File: src/rtl/mole_pkg.sv
// Shared types and score-band helpers for the whack-a-mole round scheduler.
package mole_pkg;

  typedef enum logic [2:0] {
    IDLE  = 3'd0,
    ARM   = 3'd1,
    ISSUE = 3'd2,
    WAIT  = 3'd3,
    GAP   = 3'd4,
    OVER  = 3'd5
  } phase_t;

  localparam logic [7:0] BAND_LO  = 8'd5;
  localparam logic [7:0] BAND_MID = 8'd10;
  localparam logic [7:0] BAND_HI  = 8'd20;

  localparam logic [3:0] ARM_TICKS = 4'd3;

  // Rounds get shorter and busier as the score climbs.
  function automatic logic [3:0] window_ticks(input logic [7:0] score);
    if (score < BAND_LO)       return 4'd5;
    else if (score < BAND_MID) return 4'd4;
    else if (score < BAND_HI)  return 4'd3;
    else                       return 4'd2;
  endfunction

  function automatic logic [2:0] lit_count(input logic [7:0] score);
    if (score < BAND_LO)       return 3'd1;
    else if (score < BAND_MID) return 3'd2;
    else if (score < BAND_HI)  return 3'd3;
    else                       return 3'd4;
  endfunction

endpackage

File: src/rtl/mole_tick_gen.sv
// Free-running prescaler: one-cycle tick strobe every TICK_DIV clk cycles.
module mole_tick_gen #(
  parameter int TICK_DIV = 1000
) (
  input  logic clk,
  input  logic rst_n,
  output logic tick
);

  localparam int CW = $clog2(TICK_DIV);
  localparam logic [CW-1:0] LAST = CW'(TICK_DIV - 1);

  logic [CW-1:0] cnt;

  always_ff @(posedge clk or negedge rst_n) begin
    if (!rst_n)           cnt <= '0;
    else if (cnt == LAST) cnt <= '0;
    else                  cnt <= cnt + CW'(1);
  end

  assign tick = (cnt == LAST);

endmodule

File: src/rtl/mole_round_sched.sv
// Round scheduler for the whack-a-mole game: arms, issues rounds, scores, tracks lives.
// Define MOLE_WRONG_PENALTY_EN to make a wrong press in WAIT cost a life.
module mole_round_sched
  import mole_pkg::*;
#(
  parameter int TICK_DIV   = 1000,
  parameter int GAME_TICKS = 60,
  parameter int LIVES      = 3,
  parameter int GAP_TICKS  = 1
) (
  input  logic       clk,
  input  logic       rst_n,
  input  logic       start,
  input  logic       hit,
  input  logic       wrong,
  output logic       round_req,
  output logic       round_active,
  output logic [2:0] num_lit,
  output logic [7:0] score,
  output logic [7:0] high_score,
  output logic [1:0] lives,
  output logic       game_end,
  output logic [2:0] phase
);

`ifdef MOLE_WRONG_PENALTY_EN
  localparam bit PENALTY_EN = 1'b1;
`else
  localparam bit PENALTY_EN = 1'b0;
`endif

  localparam logic [1:0]  LIVES_INIT = 2'(LIVES);
  localparam logic [15:0] GAME_INIT  = 16'(GAME_TICKS);
  localparam logic [3:0]  GAP_INIT   = 4'(GAP_TICKS);

  logic tick;

  mole_tick_gen #(.TICK_DIV(TICK_DIV)) u_tick_gen (
    .clk  (clk),
    .rst_n(rst_n),
    .tick (tick)
  );

  phase_t      state, state_nxt;
  logic        start_q;
  logic [7:0]  score_r, score_nxt;
  logic [7:0]  high_r, high_nxt;
  logic [1:0]  lives_r, lives_nxt;
  logic [15:0] gtmr, gtmr_nxt;
  logic [3:0]  ptmr, ptmr_nxt;
  logic        start_rise, game_tick, game_expire, miss;

  assign start_rise = start & ~start_q;

  always_ff @(posedge clk or negedge rst_n) begin
    if (!rst_n) begin
      state   <= IDLE;
      start_q <= 1'b0;
      score_r <= 8'd0;
      high_r  <= 8'd0;
      lives_r <= LIVES_INIT;
      gtmr    <= 16'd0;
      ptmr    <= 4'd0;
    end else begin
      state   <= state_nxt;
      start_q <= start;
      score_r <= score_nxt;
      high_r  <= high_nxt;
      lives_r <= lives_nxt;
      gtmr    <= gtmr_nxt;
      ptmr    <= ptmr_nxt;
    end
  end

  // ptmr is shared: ARM delay, round window and GAP delay never overlap.
  always_comb begin
    state_nxt   = state;
    score_nxt   = score_r;
    high_nxt    = high_r;
    lives_nxt   = lives_r;
    gtmr_nxt    = gtmr;
    ptmr_nxt    = ptmr;
    miss        = 1'b0;
    game_tick   = tick && (state == ISSUE || state == WAIT || state == GAP);
    game_expire = game_tick && (gtmr == 16'd1);
    if (game_tick) gtmr_nxt = gtmr - 16'd1;

    case (state)
      IDLE, OVER: begin
        if (start_rise) begin
          state_nxt = ARM;
          score_nxt = 8'd0;
          lives_nxt = LIVES_INIT;
          gtmr_nxt  = GAME_INIT;
          ptmr_nxt  = ARM_TICKS;
        end
      end
      ARM: begin
        if (tick) begin
          ptmr_nxt = ptmr - 4'd1;
          if (ptmr == 4'd1) state_nxt = ISSUE;
        end
      end
      ISSUE: begin
        ptmr_nxt  = window_ticks(score_r);
        state_nxt = WAIT;
      end
      WAIT: begin
        if (hit) begin
          if (score_r != 8'hFF) score_nxt = score_r + 8'd1;
          state_nxt = GAP;
          ptmr_nxt  = GAP_INIT;
        end else begin
          miss = (tick && ptmr == 4'd1) || (PENALTY_EN && wrong);
          if (tick) ptmr_nxt = ptmr - 4'd1;
          if (miss) begin
            lives_nxt = lives_r - 2'd1;
            if (lives_r == 2'd1) begin
              state_nxt = OVER;
            end else begin
              state_nxt = GAP;
              ptmr_nxt  = GAP_INIT;
            end
          end
        end
      end
      GAP: begin
        if (GAP_INIT == 4'd0) begin
          state_nxt = ISSUE;
        end else if (tick) begin
          ptmr_nxt = ptmr - 4'd1;
          if (ptmr == 4'd1) state_nxt = ISSUE;
        end
      end
      default: state_nxt = IDLE;
    endcase

    if (game_expire) state_nxt = OVER;
    if (state_nxt == OVER && state != OVER && score_nxt > high_r) high_nxt = score_nxt;
  end

  assign round_req    = (state == ISSUE);
  assign round_active = (state == WAIT);
  assign game_end     = (state == OVER);
  assign phase        = state;
  assign score        = score_r;
  assign high_score   = high_r;
  assign lives        = lives_r;
  assign num_lit      = lit_count(score_r);

endmodule

File: config.mk
export PLATFORM = sky130hd
export DESIGN_NAME = mole_round_sched
export DESIGN_NICKNAME = d
export VERILOG_FILES = /design/src/rtl/mole_pkg.sv /design/src/rtl/mole_tick_gen.sv /design/src/rtl/mole_round_sched.sv
export SDC_FILE = /design/constraint.sdc
export NUM_CORES = 1
export LEC_CHECK = 0
export BUFFER_PORTS_ARGS = -buffer_cell sky130_fd_sc_hd__buf_2
export CAP_MARGIN = 20
export CORE_AREA = 2 2 71 100
export CTS_CLUSTER_DIAMETER = 200
export DETAILED_ROUTE_END_ITERATION = 16
export DIE_AREA = 0 0 73 102
export SYNTH_ARGS = -nofsm -noshare
export SYNTH_HDL_FRONTEND = slang
export SYNTH_SLANG_ARGS = --single-unit
File: constraint.sdc
create_clock -name clk -period 4 [get_ports clk]
set_clock_uncertainty 0.1 [all_clocks]
set_input_delay 0.6 -clock clk [delete_from_list [all_inputs] [get_ports clk]]
set_output_delay 0.6 -clock clk [all_outputs]
set_load 0.01 [all_outputs]
==> results of run 1 <==
per-layer routing:
layer / vias up / track usage (%) / wire length (um)
li1: 1213 / - / -
met2: 43 / 31.8 / 3260
met3: 7 / 4.14 / 199
met5: - / 0 / 0
met1: 1158 / 23.3 / 2790
met4: 0 / 7.69 / 149
path summary, 6_finish.rpt:
check	from	end	slack (ps)	cells past startpoint
min in group clk	start	start_q	320	1
worst min-delay path	rst_n	ptmr[2]	280	1
worst max register to register	score[4]	high_score[2]	590	10
max in group asynchronous	rst_n	lives[0]	2700	2
worst min register to register	u_tick_gen.cnt[0]	u_tick_gen.cnt[0]	380	1
worst max-delay path	score[4]	high_score[2]	590	10
worst reg2reg max path: cells and delay by family (launching register included):
kind	cells	cell delay, ps
adder cells (fa/ha/maj)	1	320
flip-flops	1	560
AND/OR/NAND/NOR	4	860
AO/OA/AOI/OAI	4	1070
multiplexers	1	400
kinds of logic (layout without fill, tap and decap cells):
group,count (synthesis),in the layout,share of synthesized area (%)
and+or+nand+nor,129,129,22.5
AOI/OAI and AO/OA,63,63,13.4
DFF,52,52,43.2
buffers and inverters,32,64,3.98
xor gates and xnor gates,23,23,6.67
adders and majority gates,16,16,6.63
muxes,10,10,3.65
sequential cells by signal, indices dropped and copies added, names as in the netlist:
| name | count |
|---|---|
| score | 8 |
| gtmr | 16 |
| u_tick_gen.cnt | 10 |
| ptmr | 4 |
| phase | 3 |
| high_score | 8 |
| lives | 2 |
| start_q | 1 |
per-stage QoR:
stage	cell area [sq um]	instances	util, %	power, mW	hold slack, ps
finish	3350	431	51.3	0.964	281
global route	3350	431	51.3	1.02	298
CTS	3350	431	51.3	0.980	307
detailed placement	3250	423	49.9	0.664	372
global placement	3250	423	49.9	0.661	368
floorplan	3020	325	-	0.632	204
synthesized netlist by cell type, types with 2 or more instances:
cell / count
sky130_fd_sc_hd__a21oi_1: 13
sky130_fd_sc_hd__a22o_1: 2
sky130_fd_sc_hd__a31oi_1: 2
sky130_fd_sc_hd__and2_1: 3
sky130_fd_sc_hd__and3_1: 4
sky130_fd_sc_hd__and3_2: 2
sky130_fd_sc_hd__and4_1: 2
sky130_fd_sc_hd__clkbuf_1: 9
sky130_fd_sc_hd__dfrtp_1: 50
sky130_fd_sc_hd__dfstp_2: 2
sky130_fd_sc_hd__ha_1: 16
sky130_fd_sc_hd__inv_1: 23
sky130_fd_sc_hd__mux2_2: 8
sky130_fd_sc_hd__mux2i_1: 2
sky130_fd_sc_hd__nand2_1: 25
sky130_fd_sc_hd__nand2b_1: 4
sky130_fd_sc_hd__nand3_1: 8
sky130_fd_sc_hd__nand3b_1: 3
sky130_fd_sc_hd__nand4_1: 4
sky130_fd_sc_hd__nor2_1: 41
sky130_fd_sc_hd__nor2b_1: 4
sky130_fd_sc_hd__nor3_1: 9
sky130_fd_sc_hd__nor4_1: 4
sky130_fd_sc_hd__o211ai_1: 3
sky130_fd_sc_hd__o21ai_0: 25
sky130_fd_sc_hd__o22ai_1: 2
sky130_fd_sc_hd__o31ai_1: 3
sky130_fd_sc_hd__or3_1: 4
sky130_fd_sc_hd__or4_1: 4
sky130_fd_sc_hd__xnor2_1: 11
sky130_fd_sc_hd__xor2_1: 12
cell type report:
| class | instances | area [sq um] | share of cell area [%] |
|---|---|---|---|
| clock buffers | 6 | 82.6 | 2.47 |
| clock inverters | 2 | 10.0 | 0.299 |
| inverters | 23 | 86.3 | 2.58 |
| multi-input cells | 241 | 1600 | 47.8 |
| flip-flops and latches | 52 | 1300 | 39.0 |
| well taps | 74 | 92.6 | 2.77 |
| repair buffers | 33 | 173 | 5.16 |
power breakdown:
part	internal, mW	switching [mW]	leakage [nW]
registers	0.549	0.0209	0.660
logic	0.0363	0.0454	0.861
clock network	0.139	0.174	0.0510
==> results_dict.tcl, run 1 <==
set metrics [dict create \
    hold_viol 0 \
    wire_per_inst_um 14.8 \
    num_vias 2421 \
    grt_antenna_before_repair 0 \
    synth_seq_cells 52 \
    finalWirelength_mm 6.40 \
    maximum_clock_insertion_buffer_count 2 \
    pre_cts_ws_ps 575 \
    post-route-worst-setup-slack_ps 587 \
    die_area_sq_um 7450 \
    power.density_cell_area_nw_per_um2 288 \
    slew_headroom_pct 44.6 \
    cts_tree "yes" \
    critPathCaptureType "flop" \
    proportion_of_synthesized_flip_flops_having_asynchronous_set_or_reset_pct 100 \
    worstSkewPairLatency_ps 300 \
    gr-usage-all-layers_pct 18.9 \
    ys_warn_count 0 \
    seq_area_frac_synth_pct 43.2 \
    worst-path-buf-inv 0 \
    die_h_um 102 \
    cts_num_sinks 52 \
    timing.setup.critical_path_class "reg -> reg" \
    fmax_mhz 293 \
    n_antenna_cell 0 \
    top_level_ports 32 \
    worst_path_max_delay_cell "sky130_fd_sc_hd__dfrtp_1" \
    grt_setup_unrepaired "no" \
    critPathRequiredTime_ps 4100 \
    worst-slew-pin-transition_ps 831 \
    initial_core_utilization_pct 46.3 \
    post_synth_num_cell_types 52 \
    port_buffers 30 \
    crit_path_start_kind "flop" \
    final_common_cell "sky130_fd_sc_hd__dfrtp_1" \
    finalWeightedCongestion 0.789 \
    vias_in_the_first_global_route 2347 \
    fin_tns_setup_ps 0 \
    final_setup_vio_count 0 \
    detailedRoute.firstPassIterationCount 4 \
    final_max_slew_viol_count 0 \
    grt_overflow 0 \
    grt_first_pass_wirelength_mm 10.9 \
    yosys.area.top_type "sky130_fd_sc_hd__dfrtp_1" \
    post_synth_instance_area_sq_um 3020 \
    ant_nets 0 \
    grt_start_max_net_pins 36 \
    htreeDepth 2 \
    post_cts_hold_buffers 0 \
    cp_slowest_stage_delay_ps 560 \
    top_library_cells_by_usage_in_the_layout_fill_and_taps_aside "50 x sky130_fd_sc_hd__dfrtp_1, 41 x sky130_fd_sc_hd__nor2_1, 30 x sky130_fd_sc_hd__buf_2, 25 x sky130_fd_sc_hd__nand2_1, 25 x sky130_fd_sc_hd__o21ai_0" \
    synth.avg_cell_area_sq_um 9.29 \
    drive_gt1_share_pct 17.1 \
    nNetsFinal 377 \
    cp_cell_sequence "and4_1 > nand4_1 > and2_1 > o31ai_1 > ha_1 > nor2b_1 > o211ai_1 > a21oi_1 > o221ai_2 > mux2_2" \
    coreArea_sq_um 6530 \
    detail_route.iter0.violations 122 \
    via_per_inst 5.62 \
    post-route-min-period_ps 3410 \
    ys_dominant_reg_cell "sky130_fd_sc_hd__dfrtp_1" \
    clk_transition_reported_paths_ps 90 \
    syn-instance-count 325 \
    fin_crit_sh_pct 85.3 \
    syn-num-nets 346 \
    cap_viol_max_count 0 \
    resized_gates_after_cts 0 \
    worstHoldPathType "in -> async" \
    crit_family "compound AO/OA/AOI/OAI gates" \
    yosys-top-cells-area "sky130_fd_sc_hd__dfrtp_1 41%, sky130_fd_sc_hd__ha_1 6.6%, sky130_fd_sc_hd__nor2_1 5.1%" \
    power.leakage_nw 1.57 \
    critical_path.max_fanout 12 \
    drc 0 \
    detailedPlacementHpwl_mm 4.76 \
    status "completed" \
    std_cell_rows 35 \
    area.growth.synth_to_final_pct 10.9 \
    synth-edff-count 0 \
    critical_path_arrival_ps 3510 \
    die_w_um 73 \
    fill_cells 610 \
    cts_buffers 5 \
    cts_setup_buffers 0 \
    irDropWorstVdd_mv 0.179 \
    cts-root-buf "sky130_fd_sc_hd__clkbuf_8" \
    synthDominantCellAreaShare_pct 41.5 \
]
Power figures use the tool's default switching activity.
==> run 2: changes to the inputs <==
CORE_AREA = 2 2 64 90   (was 2 2 71 100)
DIE_AREA = 0 0 66 92   (was 0 0 73 102)
PLACE_DENSITY = 0.78   (was not set)
==> run 2 against run 1 <==
  * Clock-buffer cell count stayed put
  * Combinational power up 1%
  * Sequential share of layout area decreased by 0.17 points
  * Die area is 18% lower
  * Sequential power about the same
  * Critical path depth stayed put
  * Critical path type unchanged
  * Fmax is 0.22% higher
==> results_dict.tcl, run 2 (synthesis results as in run 1) <==
set metrics [dict create \
    slew_headroom_pct 48.6 \
    grt-busiest-layer "met2" \
    p_int_mw 0.771 \
    grt_setup_unrepaired "no" \
    cp_cell_sequence "and4_1 > nand4_1 > and2_1 > o31ai_1 > ha_1 > nor2b_1 > o211ai_1 > a21oi_1 > o221ai_2 > mux2_2" \
    final_common_cell "sky130_fd_sc_hd__dfrtp_1" \
    critPathRequiredTime_ps 4110 \
    finalWirelength_mm 6.39 \
    critPathCaptureType "flop" \
    irDropWorstVdd_mv 0.206 \
    top_level_ports 32 \
    cts_num_sinks 52 \
    worstSkewPairLatency_ps 320 \
    fin_crit_sh_pct 85.1 \
    vias_in_the_first_global_route 2450 \
    switching_part_of_the_total_power_pct 24.3 \
    critical_path_arrival_ps 3510 \
    port_buffers 30 \
    ant_nets 0 \
    worst-slew-pin-transition_ps 770 \
    status "completed" \
    place_area_sq_um 3250 \
    gr-usage-all-layers_pct 23.3 \
    worstHoldPathType "in -> async" \
    cts-root-buf "sky130_fd_sc_hd__clkbuf_8" \
    timing.setup.critical_path_class "reg -> reg" \
    final_max_slew_viol_count 0 \
    final_setup_vio_count 0 \
    largest_register_ffs 16 \
    initial_core_utilization_pct 56.2 \
    fin_tns_setup_ps 0 \
    hold_viol 0 \
    instances_no_fill 426 \
    cp_slowest_stage_delay_ps 550 \
    final_instance_area_sq_um 3360 \
    cts_buffers 5 \
    critical_path.max_fanout 12 \
    drc 0 \
    die_w_um 66 \
    std_cell_rows 32 \
    power.leakage_nw 1.58 \
    detailedRoute.firstPassIterationCount 4 \
    switchingPower_mw 0.247 \
    area.growth.synth_to_final_pct 11.4 \
    gr-usage-met3_pct 5.40 \
    resized_gates_after_cts 0 \
    detail_route.iter0.violations 99 \
    drive_gt1_share_pct 17.0 \
    crit_path_start_kind "flop" \
    power.density_cell_area_nw_per_um2 303 \
    numPlacedInstances 418 \
    power_share_of_the_sequential_group_pct 56.0 \
    grt_first_pass_wirelength_mm 10.9 \
    grt_overflow 0 \
    p_comb_share_pct 8.1 \
    coreArea_sq_um 5370 \
    finalWeightedCongestion 0.794 \
    die_area_sq_um 6070 \
    wire_per_inst_um 15.0 \
    clock_power_share_pct 35.8 \
    cts_setup_buffers 0 \
    die_h_um 92 \
    grt_antenna_before_repair 0 \
    cts_tree "yes" \
    regMostFlops "gtmr" \
    via_per_inst 5.80 \
    maximum_clock_insertion_buffer_count 2 \
    detailedPlacementHpwl_mm 4.67 \
    global_route_met1_utilization_pct 26.7 \
    post_cts_hold_buffers 0 \
    worst_path_max_delay_cell "sky130_fd_sc_hd__dfrtp_1" \
    num_vias 2471 \
    use_met2_pct 39.5 \
    clk_transition_reported_paths_ps 100 \
    n_antenna_cell 0 \
    cap_viol_max_count 0 \
    htreeDepth 2 \
    fmax_mhz 294 \
    post-route-min-period_ps 3410 \
    grt_start_max_net_pins 28 \
    nNetsFinal 378 \
    top_library_cells_by_usage_in_the_layout_fill_and_taps_aside "50 x sky130_fd_sc_hd__dfrtp_1, 41 x sky130_fd_sc_hd__nor2_1, 30 x sky130_fd_sc_hd__buf_2, 25 x sky130_fd_sc_hd__nand2_1, 25 x sky130_fd_sc_hd__o21ai_0" \
    top_regs "gtmr: 16 flops, u_tick_gen.cnt: 10 flops" \
]
## run 2: cell count changes in the layout (fill, tap and decap cells not counted), sizes merged
cell    delta
buf        +1
bufinv     +1
clkinv     -1
## run 2: routing by layer
| metal | wire (um) | part of all wire [%] |
|---|---|---|
| met5 | 0 | 0 |
| met2 | 3270 | 51 |
| met4 | 203 | 3.2 |
| met1 | 2630 | 41 |
| met3 | 287 | 4.5 |
## run 2: final cells by class
type	count	area, sq um
well taps	68	85.1
fillers	455	2000
clock buffers	6	72.6
clock inverters	2	35.0
repair buffers	34	180
inverters	23	86.3
multi-input cells	241	1600
flip-flops and latches	52	1300
## run 2: stage by stage
step	utilization, %	worst slack [ps]	hold slack [ps]	power [mW]
floorplan	-	729	204	0.632
global placement	60.7	635	362	0.659
detailed placement	60.7	614	381	0.664
CTS	62.7	599	202	1.03
global route	62.7	337	229	1.06
finish	62.7	595	186	1.02
## run 2: critical path: cells and delay by family, from the launching register on
family,cells,cell delay (ps)
DFF,1,550
AOI/OAI and AO/OA,4,1060
muxes,1,390
and+or+nand+nor,4,890
adders and majority gates,1,320
## run 2: worst paths after layout
check / to / startpoint / cells after the start / slack [ps]
max: high_score[1] / score[4] / 10 / 590
min: u_tick_gen.cnt[4] / rst_n / 1 / 190
max reg2reg: high_score[1] / score[4] / 10 / 590
min reg2reg: u_tick_gen.cnt[9] / u_tick_gen.cnt[9] / 1 / 400
max in group asynchronous: lives[0] / rst_n / 2 / 2800
min in group clk: start_q / start / 1 / 310
## run 2: power by group through the flow
stage          clock (mW)  sequential [mW]  combinational (mW)
5_1_grt             0.388            0.574              0.0957
3_3_place_gp            0            0.579              0.0804
4_1_cts             0.371            0.570              0.0843
3_5_place_dp            0            0.581              0.0837
2_1_floorplan           0            0.576              0.0554
6_report            0.365            0.570              0.0827
